--- src/rtl/nano_bus_fabric.sv ---
// nano_bus_fabric: one nano2-style master to NSLAVE memory-mapped slaves.
// The address decode is registered, slave addresses are offset into each window, and unmapped or stalled accesses get an error response.
module nano_bus_fabric #(
  parameter int                         NSLAVE   = 4,
  parameter int                         WIDTHA   = 16,
  parameter int                         WIDTHD   = 32,
  parameter logic [NSLAVE*WIDTHA-1:0]   BASE     = '0,
  parameter logic [NSLAVE*WIDTHA-1:0]   SIZE     = '0,
  parameter logic [NSLAVE-1:0]          ENABLE   = '1,
  parameter int                         TIMEOUT  = 256,
  parameter logic [WIDTHD-1:0]          ERR_DATA = WIDTHD'(32'hDEADBEEF)
) (
  input  logic                     clock,
  input  logic                     sreset,
  input  logic [WIDTHA-1:0]        m_address,
  input  logic [WIDTHD-1:0]        m_writedata,
  input  logic                     m_read,
  input  logic                     m_write,
  output logic [WIDTHD-1:0]        m_readdata,
  output logic                     m_waitrequest,
  output logic [NSLAVE*WIDTHA-1:0] s_address,
  output logic [WIDTHD-1:0]        s_writedata,
  output logic [NSLAVE-1:0]        s_read,
  output logic [NSLAVE-1:0]        s_write,
  input  logic [NSLAVE*WIDTHD-1:0] s_readdata,
  input  logic [NSLAVE-1:0]        s_waitrequest,
  input  logic                     err_clear,
  output logic                     err,
  output logic [1:0]               err_code,
  output logic [WIDTHA-1:0]        err_address
);

  typedef enum logic [1:0] {IDLE, ACCESS, ERROR} state_t;

  localparam int            CW       = (TIMEOUT > 1) ? $clog2(TIMEOUT) : 1;
  localparam logic [CW-1:0] CNT_LAST = CW'((TIMEOUT > 0) ? TIMEOUT - 1 : 0);

  // A zero SIZE is treated as an empty window and never decodes.
  function automatic bit windows_overlap();
    longint unsigned bi, si, bj, sj;
    bit              ov;
    ov = 1'b0;
    for (int i = 0; i < NSLAVE; i++) begin
      for (int j = i + 1; j < NSLAVE; j++) begin
        bi = 64'(BASE[i*WIDTHA +: WIDTHA]);
        si = 64'(SIZE[i*WIDTHA +: WIDTHA]);
        bj = 64'(BASE[j*WIDTHA +: WIDTHA]);
        sj = 64'(SIZE[j*WIDTHA +: WIDTHA]);
        if (ENABLE[i] && ENABLE[j] && si != 0 && sj != 0 &&
            bi < bj + sj && bj < bi + si)
          ov = 1'b1;
      end
    end
    return ov;
  endfunction

  if (windows_overlap()) begin : g_overlap
    $error("nano_bus_fabric: enabled slave windows overlap");
  end

  state_t              state_reg, state_next;
  logic [NSLAVE-1:0]   sel_reg, sel_next;
  logic [WIDTHA-1:0]   offset_reg, offset_next;
  logic [WIDTHA-1:0]   addr_reg, addr_next;
  logic [1:0]          code_reg, code_next;
  logic [CW-1:0]       cnt_reg, cnt_next;
  logic                err_reg, err_next;
  logic [1:0]          err_code_reg, err_code_next;
  logic [WIDTHA-1:0]   err_address_reg, err_address_next;

  logic [NSLAVE-1:0]   hit;
  logic [NSLAVE-1:0]   pick;
  logic [WIDTHA-1:0]   slot_offset [NSLAVE];
  logic [WIDTHA-1:0]   pick_offset;
  logic                sel_wait;
  logic [WIDTHD-1:0]   sel_rdata;
  logic                timeout_hit;
  logic                err_event;
  logic [1:0]          err_event_code;

  genvar gi;
  generate
    for (gi = 0; gi < NSLAVE; gi++) begin : g_slot
      localparam logic [WIDTHA-1:0] B = BASE[gi*WIDTHA +: WIDTHA];
      localparam logic [WIDTHA-1:0] S = SIZE[gi*WIDTHA +: WIDTHA];
      localparam logic [WIDTHA-1:0] M = ~(S - WIDTHA'(1));

      if (S != '0 && (S & (S - WIDTHA'(1))) != '0) begin : g_bad_size
        $error("nano_bus_fabric: SIZE of slave %0d is not a power of two", gi);
      end
      if (S != '0 && (B & ~M) != '0) begin : g_bad_base
        $error("nano_bus_fabric: BASE of slave %0d is not aligned to SIZE", gi);
      end

      // Aligned power-of-two windows decode with a single masked compare.
      if (ENABLE[gi] && S != '0) begin : g_on
        assign hit[gi] = (m_address & M) == B;
      end else begin : g_off
        assign hit[gi] = 1'b0;
      end
      assign slot_offset[gi] = m_address - B;

      assign s_address[gi*WIDTHA +: WIDTHA] =
        (state_reg == ACCESS && sel_reg[gi]) ? offset_reg : '0;
    end
  endgenerate

  // Isolate the lowest-numbered hit so overlaps resolve deterministically.
  assign pick        = hit & (~hit + NSLAVE'(1));
  assign s_writedata = m_writedata;

  always_comb begin
    pick_offset = '0;
    sel_wait    = 1'b0;
    sel_rdata   = '0;
    for (int i = 0; i < NSLAVE; i++) begin
      if (pick[i])
        pick_offset = pick_offset | slot_offset[i];
      if (sel_reg[i]) begin
        sel_wait  = sel_wait | s_waitrequest[i];
        sel_rdata = sel_rdata | s_readdata[i*WIDTHD +: WIDTHD];
      end
    end
  end

  assign timeout_hit = (TIMEOUT != 0) && (cnt_reg == CNT_LAST) && sel_wait;

  always_comb begin
    state_next     = state_reg;
    sel_next       = sel_reg;
    offset_next    = offset_reg;
    addr_next      = addr_reg;
    code_next      = code_reg;
    cnt_next       = cnt_reg;
    m_waitrequest  = 1'b0;
    m_readdata     = '0;
    s_read         = '0;
    s_write        = '0;
    err_event      = 1'b0;
    err_event_code = code_reg;

    case (state_reg)
      IDLE: begin
        if (m_read || m_write) begin
          m_waitrequest = 1'b1;
          addr_next     = m_address;
          sel_next      = pick;
          offset_next   = pick_offset;
          cnt_next      = '0;
          if (m_read && m_write) begin
            state_next = ERROR;
            code_next  = 2'd3;
          end else if (|pick) begin
            state_next = ACCESS;
          end else begin
            state_next = ERROR;
            code_next  = 2'd1;
          end
        end
      end
      ACCESS: begin
        cnt_next = cnt_reg + CW'(1);
        if (timeout_hit) begin
          m_readdata     = ERR_DATA;
          err_event      = 1'b1;
          err_event_code = 2'd2;
          state_next     = IDLE;
        end else begin
          s_read        = sel_reg & {NSLAVE{m_read}};
          s_write       = sel_reg & {NSLAVE{m_write}};
          m_waitrequest = sel_wait;
          m_readdata    = sel_rdata;
          if (!sel_wait)
            state_next = IDLE;
        end
      end
      ERROR: begin
        m_readdata = ERR_DATA;
        err_event  = 1'b1;
        state_next = IDLE;
      end
      default: state_next = IDLE;
    endcase

    // Reset must silence slaves immediately, even mid-transfer.
    if (sreset) begin
      s_read        = '0;
      s_write       = '0;
      m_waitrequest = 1'b1;
    end
  end

  // The first error is held; a completing error beats a simultaneous clear.
  always_comb begin
    err_next         = err_reg;
    err_code_next    = err_code_reg;
    err_address_next = err_address_reg;
    if (err_event && (!err_reg || err_clear)) begin
      err_next         = 1'b1;
      err_code_next    = err_event_code;
      err_address_next = addr_reg;
    end else if (err_clear) begin
      err_next         = 1'b0;
      err_code_next    = 2'd0;
      err_address_next = '0;
    end
  end

  always_ff @(posedge clock) begin
    if (sreset) begin
      state_reg       <= IDLE;
      sel_reg         <= '0;
      offset_reg      <= '0;
      addr_reg        <= '0;
      code_reg        <= 2'd0;
      cnt_reg         <= '0;
      err_reg         <= 1'b0;
      err_code_reg    <= 2'd0;
      err_address_reg <= '0;
    end else begin
      state_reg       <= state_next;
      sel_reg         <= sel_next;
      offset_reg      <= offset_next;
      addr_reg        <= addr_next;
      code_reg        <= code_next;
      cnt_reg         <= cnt_next;
      err_reg         <= err_next;
      err_code_reg    <= err_code_next;
      err_address_reg <= err_address_next;
    end
  end

  assign err         = err_reg;
  assign err_code    = err_code_reg;
  assign err_address = err_address_reg;

endmodule

--- config.mk ---
export PLATFORM = sky130hd
export DESIGN_NAME = nano_bus_fabric
export DESIGN_NICKNAME = d
export VERILOG_FILES = /design/src/rtl/nano_bus_fabric.sv
export SDC_FILE = /design/constraint.sdc
export NUM_CORES = 1
export LEC_CHECK = 0
export ABC_AREA = 1
export CAP_MARGIN = 5
export CORE_AREA = 2 2 134 136
export CTS_BUF_LIST = sky130_fd_sc_hd__clkbuf_8
export DETAILED_ROUTE_END_ITERATION = 12
export DIE_AREA = 0 0 136 138
export HOLD_SLACK_MARGIN = 0.1
export SYNTH_ARGS = -nofsm -noshare
export SYNTH_HDL_FRONTEND = slang
export SYNTH_SLANG_ARGS = --single-unit
--- constraint.sdc ---
create_clock -name clock -period 5.1 [get_ports clock]
set_input_delay 1.02 -clock clock [delete_from_list [all_inputs] [get_ports clock]]
set_output_delay 1.02 -clock clock [all_outputs]
set_load 0.005 [all_outputs]
# Yosys cells after proc, flatten, opt, wreduce, memory -nomap -nowiden
# Cells that the tools add are included.
# W data, S select, Z words.
[word_totals]
register_bits = 39
output_inout_bits = 156
mem_bits_ro = 0
inputBits = 185
latch_bits = 0
n_memories = 0
word_cells = 30
ram_bits = 0
[classes]
n_bitwise = 0
shifts = 0
reduce_logical = 8
div = 0
n_eq_ne = 2
n_mux = 14
addsub = 0
n_mul = 0
magnitude_cmp = 0
[op_table]
columns = ["cell", "count"]
rows = [
  ["$mux W16", 2],
  ["$mux W32", 1],
  ["$mux W2", 5],
  ["$mux W1", 6],
  ["$eq A2 B2 Y1 const B", 1],
  ["$logic_and A1 B1 Y1", 2],
  ["$logic_not A2 Y1", 1],
  ["$logic_or A1 B1 Y1", 2],
  ["$ne A2 B2 Y1 const B", 1],
  ["$reduce_and A2 Y1", 1],
  ["$reduce_bool A2 Y1", 1],
  ["$logic_not A1 Y1", 1],
]

# Longest topological paths before layout
# Gate-level depths: netlist of the first run.
[logic_depth]
depth_word = 4
mapped_depth = 6
depth_no_buf = 5

# Least setup slack after synthesis of the first run
# OpenSTA, ideal clock, no wires.
[synth_timing]
path_type = "input to output"
start = "input port m_write"
end = "output port m_waitrequest"
path_buffers = 2
arrival_ns = 1.573
path_stages = 4
setup_slack_ns = 2.507
required_time_ns = 4.080
path_cell_list = "o21ai_2 > buf_4 > buf_2 > nand2_1"
[synth_via]
elab_chain_len = 4
[synth_rtl]
columns = ["element", "line_no", "rtl"]
rows = [
  ["start: declaration", "18", "input logic m_write,"],
  ["$logic_or A1 B1 Y1", "144", "if (m_read || m_write) begin"],
  ["$mux W1", "144", ""],
  ["$mux W1", "n/a", ""],
  ["$mux W1", "186", "if (sreset) begin"],
  ["end: declaration", "20", "output logic m_waitrequest,"],
]
# Every way passes these cells.

# Final worst setup path of the first run
[layout_timing]
start = "input port sreset"
end = "output port m_waitrequest"
[layout_via]
elab_chain_len = 1
[layout_rtl]
columns = ["element", "line_no", "rtl"]
rows = [
  ["start: declaration", "14", "input logic sreset,"],
  ["$mux W1", "186", ""],
]
# Every way passes these cells.

==> reports/metrics.yaml, run 1 <==
cts:
  htree_levels: 2
  ctsLongestPathBuffers: 2
  postCtsSetupRepairBufs: 0
  path_clk_slew_ns: 0.08
  clkLatencyLatePin_ns: 0.29
  cts.repair.resized: 0
  cts_sinks: 38
  cts-root-buf: "clkbuf_8"
  cts_hold_buf: 0
  cts_tree: "built"
  cts_made_buffers: 5
detailed_routing:
  wl_per_cell_microns: 11.9
  via_count: 1571
  wl_microns: 6410
  drc: 0
  ant_nets: 0
  drtIter0Drc: 18
  avgViaCountPerCell: 2.91
  drtPass1Iterations: 4
power_and_ir_drop:
  switching_share_pct: 25.0
  p_per_area_nw_per_um2: 262
  power.leakage_nw: 1.09
  ir_drop_mv: 0.106
  p_clk_share_pct: 37.3
  combPwrFrac_pct: 16.5
  pwr-share-seq_pct: 46.1
  power.switching_w: 0.000175
  p_int_w: 0.000525
final_layout:
  fin_nets: 495
  fillers: 2013
  layout-drive-gt1-share_pct: 5.16
  regArea_sq_um: 761
  syn_to_final_growth_pct: 11.9
  multi_input_area_sq_um: 821
  final_cell_mix: "80 x conb_1, 64 x clkdlybuf4s50_1, 53 x nand2_1"
  final_core_util_pct: 15.2
  final_common_cell: "conb_1"
global_route:
  grt_usage_pct: 6.55
  grt_pass1_wl_microns: 8670
  overflow: 0
  grt_pass1_vias: 1254
  antenna_found_initial: 2
  grt_max_degree: 32
timing:
  fin_crit_sh_pct: 69.7
  finalCriticalPeriod_ns: 3.55
  fmax_mhz: 281
  rsz0062_at_grt: "false"
  slew_headroom_pct: 50.6
  finClkSkew_ns: 0.00683
  final_hold_viol_count: 0
  worst_pin_slew_ns: 0.741
  setup_tns_ns: 0
  setup_viol: 0
  slew_violations: 0
worst_setup_path:
  path_depth: 5
  reg2reg_slack_ns: 3.21
  path_cells: "clkdlybuf4s50_1, buf_4, clkinv_1, nand2_1, clkdlybuf4s50_1"
  crit_path_max_fanout: 22
  endpoint_kind: "output port"
  cp.required_ns: 4.08
  critPathBufInv: 4
  worst-setup-path-type: "in -> out"
  r2r-end: "addr_reg[0]$_SDFFE_PP0P_"
  setup.worst_path.start_class: "input port"
  cp-startpoint: "sreset"
  critical_path.max_stage_delay_ns: 0.56
  reg2reg_depth: 6
  critPathMostFrequentCell: "clkdlybuf4s50_1"
  critPathTopFamily: "buffers and inverters"
  cp-endpoint: "m_waitrequest"
  critPathSlowestCell: "clkdlybuf4s50_1"
  arrival_ns: 2.53
  regToRegStartpoint: "state_reg[1]$_SDFFE_PP0P_"
min_path:
  hold_class: "reg -> reg"
yosys:
  synthArstFlopShare_pct: 0
  synthAdderAreaFrac_pct: 0
  syn_avg_cell_area_sq_um: 7.90
  synth_top_area_share_pct: 43.4
  yosys_warnings: 0
  synth_compound_area_share_pct: 5.61
  synthXorXnorAreaFrac_pct: 0
  synthCells: 302
  synthSimpleGateAreaFrac_pct: 16.2
  synth_cell_type_count: 17
  yosys_most_used_dff: "dfxtp_1"
  synth_top_family_by_area: "buffers and inverters"
  synth_edf_count: 0
  syn-cell-area_sq_um: 2390
  ys_seq_area_share_pct: 31.9
  ys_seq_elements: 38
  synth_largest_area_cell: "buf_4"
  synthTopCellsByArea: "buf_4 43%, dfxtp_1 32%, nand2_1 8.3%, nand3_1 7.3%, a21oi_1 3.8%"
  muxShareOfSynthArea_pct: 0
place:
  gp_congestion: 0.722
  port_buffers: 64
  place_hpwl_microns: 5340
floorplanning:
  dieWidth_microns: 136
  ioPinCount: 341
  dieHeight_microns: 138
  die_area_sq_um: 18800
  initial_core_util_pct: 13.6
  std_cell_rows: 49
  coreArea_sq_um: 17500
flow_run:
  maxCapViolCount: 0
run_status:
  status: "finished clean"
-- per-layer routing --
layer	vias to the layer above	wire, microns	global-route usage [%]	part of all wire, %
met5	-	13	0	0.20
met4	2	144	3.29	2.2
met3	14	1240	5.17	19
met2	124	3380	11.9	53
met1	679	1640	4.73	25
li1	752	-	-	-
-- metrics by stage --
| stage | cells | instance area, sq um | total power (W) | setup slack, ns | hold slack [ns] |
|---|---|---|---|---|---|
| global route | 539 | 2670 | 0.000737 | 1.45 | 0.483 |
| CTS | 539 | 2670 | 0.000709 | 1.54 | 0.458 |
| finish | 540 | 2670 | 0.000700 | 1.55 | 0.454 |
| detailed placement | 532 | 2550 | 0.000447 | 1.55 | 0.438 |
| global placement | 532 | 2550 | 0.000446 | 1.53 | 0.434 |
| floorplan | 381 | 2680 | 0.000465 | 2.51 | 0.419 |
-- power groups by stage --
| stage | registers (W) | clock network, W | logic [W] |
|---|---|---|---|
| 2_1_floorplan | 0.000329 | 0 | 0.000136 |
| 3_3_place_gp | 0.000330 | 0 | 0.000116 |
| 3_5_place_dp | 0.000330 | 0 | 0.000117 |
| 4_1_cts | 0.000323 | 0.000269 | 0.000117 |
| 5_1_grt | 0.000325 | 0.000281 | 0.000131 |
| 6_report | 0.000323 | 0.000261 | 0.000116 |
-- cell families after synthesis --
logic type             count (synthesis)
AO/OA/AOI/OAI                         23
buffers and inverters                150
flip-flops                            38
other                                  1
AND/OR/NAND/NOR                       90
-- cell type report --
type | count | share of cell area, %
multi-input cells | 193 | 30.8
inverters | 4 | 0.563
diodes | 1 | 0.0938
clock buffers | 6 | 3.09
flip-flops and latches | 38 | 28.5
clock inverters | 1 | 1.13
repair buffers | 68 | 25.1
well taps | 229 | 10.7
-- cells in the mapped netlist, types with 2 or more instances --
master and number:
a21oi_1 18, buf_2 4, buf_4 138, buf_6 2
clkbuf_1 2, dfxtp_1 38, inv_1 3, nand2_1 53
nand3_1 35, o21ai_0 2
-- worst min path at each step --
stage,endpoint,cells after the start,slack [ns],start
2_1_floorplan,code_reg[0]$_SDFFE_PP0P_,2,0.42,code_reg[0]$_SDFFE_PP0P_
3_3_place_gp,code_reg[0]$_SDFFE_PP0P_,2,0.43,code_reg[0]$_SDFFE_PP0P_
3_5_place_dp,code_reg[0]$_SDFFE_PP0P_,2,0.44,code_reg[0]$_SDFFE_PP0P_
4_1_cts,code_reg[0]$_SDFFE_PP0P_,2,0.46,code_reg[0]$_SDFFE_PP0P_
5_1_grt,err_address[5]$_SDFFE_PP0P_,2,0.48,err_address[5]$_SDFFE_PP0P_
6_report,code_reg[0]$_SDFFE_PP0P_,2,0.45,code_reg[0]$_SDFFE_PP0P_
-- tightest hold or removal path, cell delays in order (launching register included) --
cell     delay [ns]
dfxtp_1        0.31
nand2_1        0.05
o21ai_0        0.06
Power figures use the tool's default switching activity.
==> run 2, diff against run 1 <==
Settings changed: CORE_AREA 2 2 134 136 to 2 2 131 133, DIE_AREA 0 0 136 138 to 0 0 133 135.
Clock period 5.1 ns to 3.7 ns, I/O delays scaled along.
==> reports/metrics.yaml, run 2 (synthesis gave the netlist of run 1 again) <==
worst_setup_path:
  worst-setup-path-type: "in -> out"
  reg2reg_slack_ns: 1.95
  crit_path_max_fanout: 19
  setup.worst_path.start_class: "input port"
  regToRegStartpoint: "state_reg[1]$_SDFFE_PP0P_"
  arrival_ns: 2.10
  endpoint_kind: "output port"
  cp.required_ns: 2.96
  reg2reg_depth: 6
  r2r-end: "addr_reg[11]$_SDFFE_PP0P_"
timing:
  slew_violations: 0
  setup_tns_ns: 0
  fin_crit_sh_pct: 76.8
  finClkSkew_ns: 0.00644
  setup_viol: 0
  rsz0062_at_grt: "false"
  finalHoldWorstSlack_ns: 0.454
  slew_headroom_pct: 55.4
  final_hold_viol_count: 0
  worst_pin_slew_ns: 0.668
  fmax_mhz: 352
  finalCriticalPeriod_ns: 2.84
place:
  gp_congestion: 0.761
  port_buffers: 64
  place_hpwl_microns: 5250
power_and_ir_drop:
  p_clk_share_pct: 36.5
  power.leakage_nw: 1.09
  p_int_w: 0.000707
  ir_drop_mv: 0.114
  total_power_w: 0.000948
  pwr-share-seq_pct: 46.9
  combPwrFrac_pct: 16.6
  p_per_area_nw_per_um2: 357
  power.switching_w: 0.000241
  switching_share_pct: 25.4
detailed_routing:
  avgViaCountPerCell: 2.95
  drtPass1Iterations: 4
  wl_per_cell_microns: 11.5
  wl_microns: 6110
  drtIter0Drc: 28
  via_count: 1566
  drc: 0
  ant_nets: 0
final_layout:
  final_cell_mix: "80 x conb_1, 64 x clkdlybuf4s50_1, 53 x nand2_1"
  antennaDiodeCount: 0
  fin_nets: 495
  layout-drive-gt1-share_pct: 5.47
  final_common_cell: "conb_1"
  syn_to_final_growth_pct: 11.1
global_route:
  overflow: 0
  grt_pass1_wl_microns: 8240
  grt_usage_pct: 6.35
  grt_pass1_vias: 1288
  antenna_found_initial: 0
  grt_max_degree: 31
floorplanning:
  std_cell_rows: 47
  coreArea_sq_um: 16400
  ioPinCount: 341
  initial_core_util_pct: 14.5
  dieWidth_microns: 133
  dieHeight_microns: 135
  die_area_sq_um: 18000
flow_run:
  maxCapViolCount: 0
cts:
  cts_made_buffers: 5
  cts.repair.resized: 0
  cts_tree: "built"
  path_clk_slew_ns: 0.07
  postCtsSetupRepairBufs: 0
  htree_levels: 2
  ctsLongestPathBuffers: 2
  clkLatencyLatePin_ns: 0.29
  cts-root-buf: "clkbuf_8"
  cts_hold_buf: 0
  cts_sinks: 38
min_path:
  hold-path-cell-count: 2
  hp-start: "code_reg[0]$_SDFFE_PP0P_"
  hold-path-endpoint: "code_reg[0]$_SDFFE_PP0P_"
  hold_class: "reg -> reg"
run_status:
  status: "finished clean"
-- run 2: cell count changes in the layout (fill, tap and decap cells not counted), sizes merged --
cell and change:
clkbuf -1, clkinv +2, diode -1
-- run 2: power by group through the flow --
stage	Sequential [W]	Clock [W]	Combinational [W]
after floorplan	0.000454	0	0.000188
after global placement	0.000454	0	0.000157
after detailed placement	0.000455	0	0.000159
after CTS	0.000445	0.000354	0.000159
after global routing	0.000447	0.000368	0.000176
final	0.000445	0.000346	0.000157
-- run 2: worst max-delay path, stage by stage --
cell	delay (ns)
clkdlybuf4s50_1	0.48
clkinv_1	0.06
buf_4	0.20
nand2_1	0.10
clkdlybuf4s50_1	0.53
-- run 2: through the flow --
step                      instances  area, sq um  util, %  setup WS [ns]
after detailed placement        523         2540     15.5          0.841
after global placement          523         2540     15.5          0.839
after CTS                       531         2650     16.2          0.834
after global routing            531         2650     16.2          0.772
final                           531         2650     16.2          0.860
after floorplan                 381         2680        -           1.57
-- run 2: routing by layer --
metal	up-vias	part of all wire, %	track usage [%]
met5	-	1.4	3.33
met4	2	2.2	3.35
met3	12	25	6.57
met2	136	42	9.38
met1	664	30	5.20
li1	752	-	-
-- run 2: worst max path at each step --
stage / from / to / slack [ns] / cells past startpoint
finish: sreset / m_waitrequest / 0.86 / 5
global route: sreset / m_waitrequest / 0.77 / 5
CTS: sreset / m_waitrequest / 0.83 / 5
detailed placement: sreset / m_waitrequest / 0.84 / 5
global placement: sreset / m_waitrequest / 0.84 / 5
floorplan: state_reg[1]$_SDFFE_PP0P_ / m_waitrequest / 1.57 / 5
-- run 2: cell type report --
class / count / area (sq um)
Timing Repair Buffer: 68 / 671
Multi-Input combinational cell: 193 / 821
Clock inverter: 3 / 40.0
Tap cell: 220 / 275
Sequential cell: 38 / 761
Inverter: 4 / 15.0
Clock buffer: 5 / 68.8
Fill cell: 1879 / 13800
==> run 3, diff against run 2 <==
Clock period 3.7 ns to 2.65 ns, I/O delays scaled along.
==> reports/metrics.yaml, run 3 (synthesis gave the netlist of run 1 again) <==
run_status:
  status: "finished clean"
cts:
  clkLatencyLatePin_ns: 0.29
  cts.repair.resized: 0
  cts_made_buffers: 5
  ctsLongestPathBuffers: 2
  cts-root-buf: "clkbuf_8"
  cts_sinks: 38
  cts_hold_buf: 0
  postCtsSetupRepairBufs: 0
  cts_tree: "built"
  path_clk_slew_ns: 0.07
  htree_levels: 2
global_route:
  grt_max_degree: 32
  grt_usage_pct: 6.52
  antenna_found_initial: 0
  grt_pass1_wl_microns: 8450
  grt_pass1_vias: 1264
  overflow: 0
min_path:
  hp-start: "code_reg[0]$_SDFFE_PP0P_"
  hold_class: "reg -> reg"
final_layout:
  layout-drive-gt1-share_pct: 5.13
  antennaDiodeCount: 0
  fin_nets: 497
  final_common_cell: "conb_1"
  final_cell_mix: "80 x conb_1, 64 x clkdlybuf4s50_1, 53 x nand2_1"
  syn_to_final_growth_pct: 10.4
floorplanning:
  initial_core_util_pct: 14.5
  die_area_sq_um: 18000
  ioPinCount: 341
  coreArea_sq_um: 16400
  dieWidth_microns: 133
  std_cell_rows: 47
  dieHeight_microns: 135
worst_setup_path:
  worst-setup-path-type: "in -> out"
  cp-startpoint: "m_write"
  critPathSlowestCell: "clkdlybuf4s50_1"
  arrival_ns: 1.73
  cp.required_ns: 2.12
  endpoint_kind: "output port"
  regToRegStartpoint: "state_reg[1]$_SDFFE_PP0P_"
  crit_path_max_fanout: 2
  setup.worst_path.start_class: "input port"
  critPathMostFrequentCell: "clkdlybuf4s50_1"
  path_cells: "clkdlybuf4s50_1, o21ai_2, nand2_1, clkdlybuf4s50_1"
  critical_path.max_stage_delay_ns: 0.53
place:
  place_hpwl_microns: 5220
  gp_congestion: 0.762
  port_buffers: 64
timing:
  rsz0062_at_grt: "false"
  finalCriticalPeriod_ns: 2.26
  slew_violations: 0
  final_hold_viol_count: 0
  finClkSkew_ns: 0.00304
  setup_viol: 0
  setup_tns_ns: 0
  fin_crit_sh_pct: 85.5
  fmax_mhz: 442
  finalHoldWorstSlack_ns: 0.455
power_and_ir_drop:
  p_per_area_nw_per_um2: 459
  power.leakage_nw: 1.09
  total_power_w: 0.00121
  ir_drop_mv: 0.142
detailed_routing:
  ant_nets: 0
  wl_per_cell_microns: 11.4
  drc: 0
  avgViaCountPerCell: 2.94
  wl_microns: 6080
  drtPass1Iterations: 5
  via_count: 1565
  drtIter0Drc: 33
flow_run:
  maxCapViolCount: 0
==> run 3: layout make-up <==
type / instances / area [sq um]
clock buffers: 5 / 68.8
clock inverters: 2 / 7.51
fillers: 1845 / 13800
inverters: 4 / 15.0
multi-input cells: 193 / 821
flip-flops and latches: 38 / 761
well taps: 220 / 275
repair buffers: 70 / 686
==> run 3: worst paths after layout <==
path | endpoint | slack [ns] | cells past startpoint
worst max-delay path | m_waitrequest | 0.39 | 4
worst min-delay path | code_reg[0]$_SDFFE_PP0P_ | 0.45 | 2
worst max register to register | err_address[9]$_SDFFE_PP0P_ | 1.34 | 4
worst min register to register | code_reg[0]$_SDFFE_PP0P_ | 0.45 | 2
==> run 3: worst max-delay path: cells and delay by family <==
kind / cells / cell delay, ns
buffers and inverters: 2 / 1.05
AO/OA/AOI/OAI: 1 / 0.09
AND/OR/NAND/NOR: 1 / 0.06
==> run 3: stage by stage <==
stage | setup WS, ns | utilization, % | cell area, sq um | instances
floorplan | 0.730 | - | 2680 | 381
finish | 0.385 | 16.1 | 2630 | 532
CTS | 0.345 | 16.1 | 2630 | 532
detailed placement | 0.358 | 15.6 | 2560 | 525
global placement | 0.347 | 15.6 | 2560 | 525
global route | 0.280 | 16.1 | 2630 | 532
==> run 3: metal layers <==
| metal | track usage (%) | share of wire, % | up-vias |
|---|---|---|---|
| met5 | 3.33 | 1.4 | - |
| met4 | 3.70 | 2.7 | 2 |
| met3 | 6.94 | 26 | 11 |
| met2 | 9.38 | 42 | 136 |
| met1 | 5.33 | 28 | 660 |
| li1 | - | - | 756 |
==> run 3: power by group <==
group          switching [W]  internal (W)
combinational       0.000114      0.000111
clock               0.000193      0.000173
sequential         0.0000152      0.000602
total               0.000323      0.000886
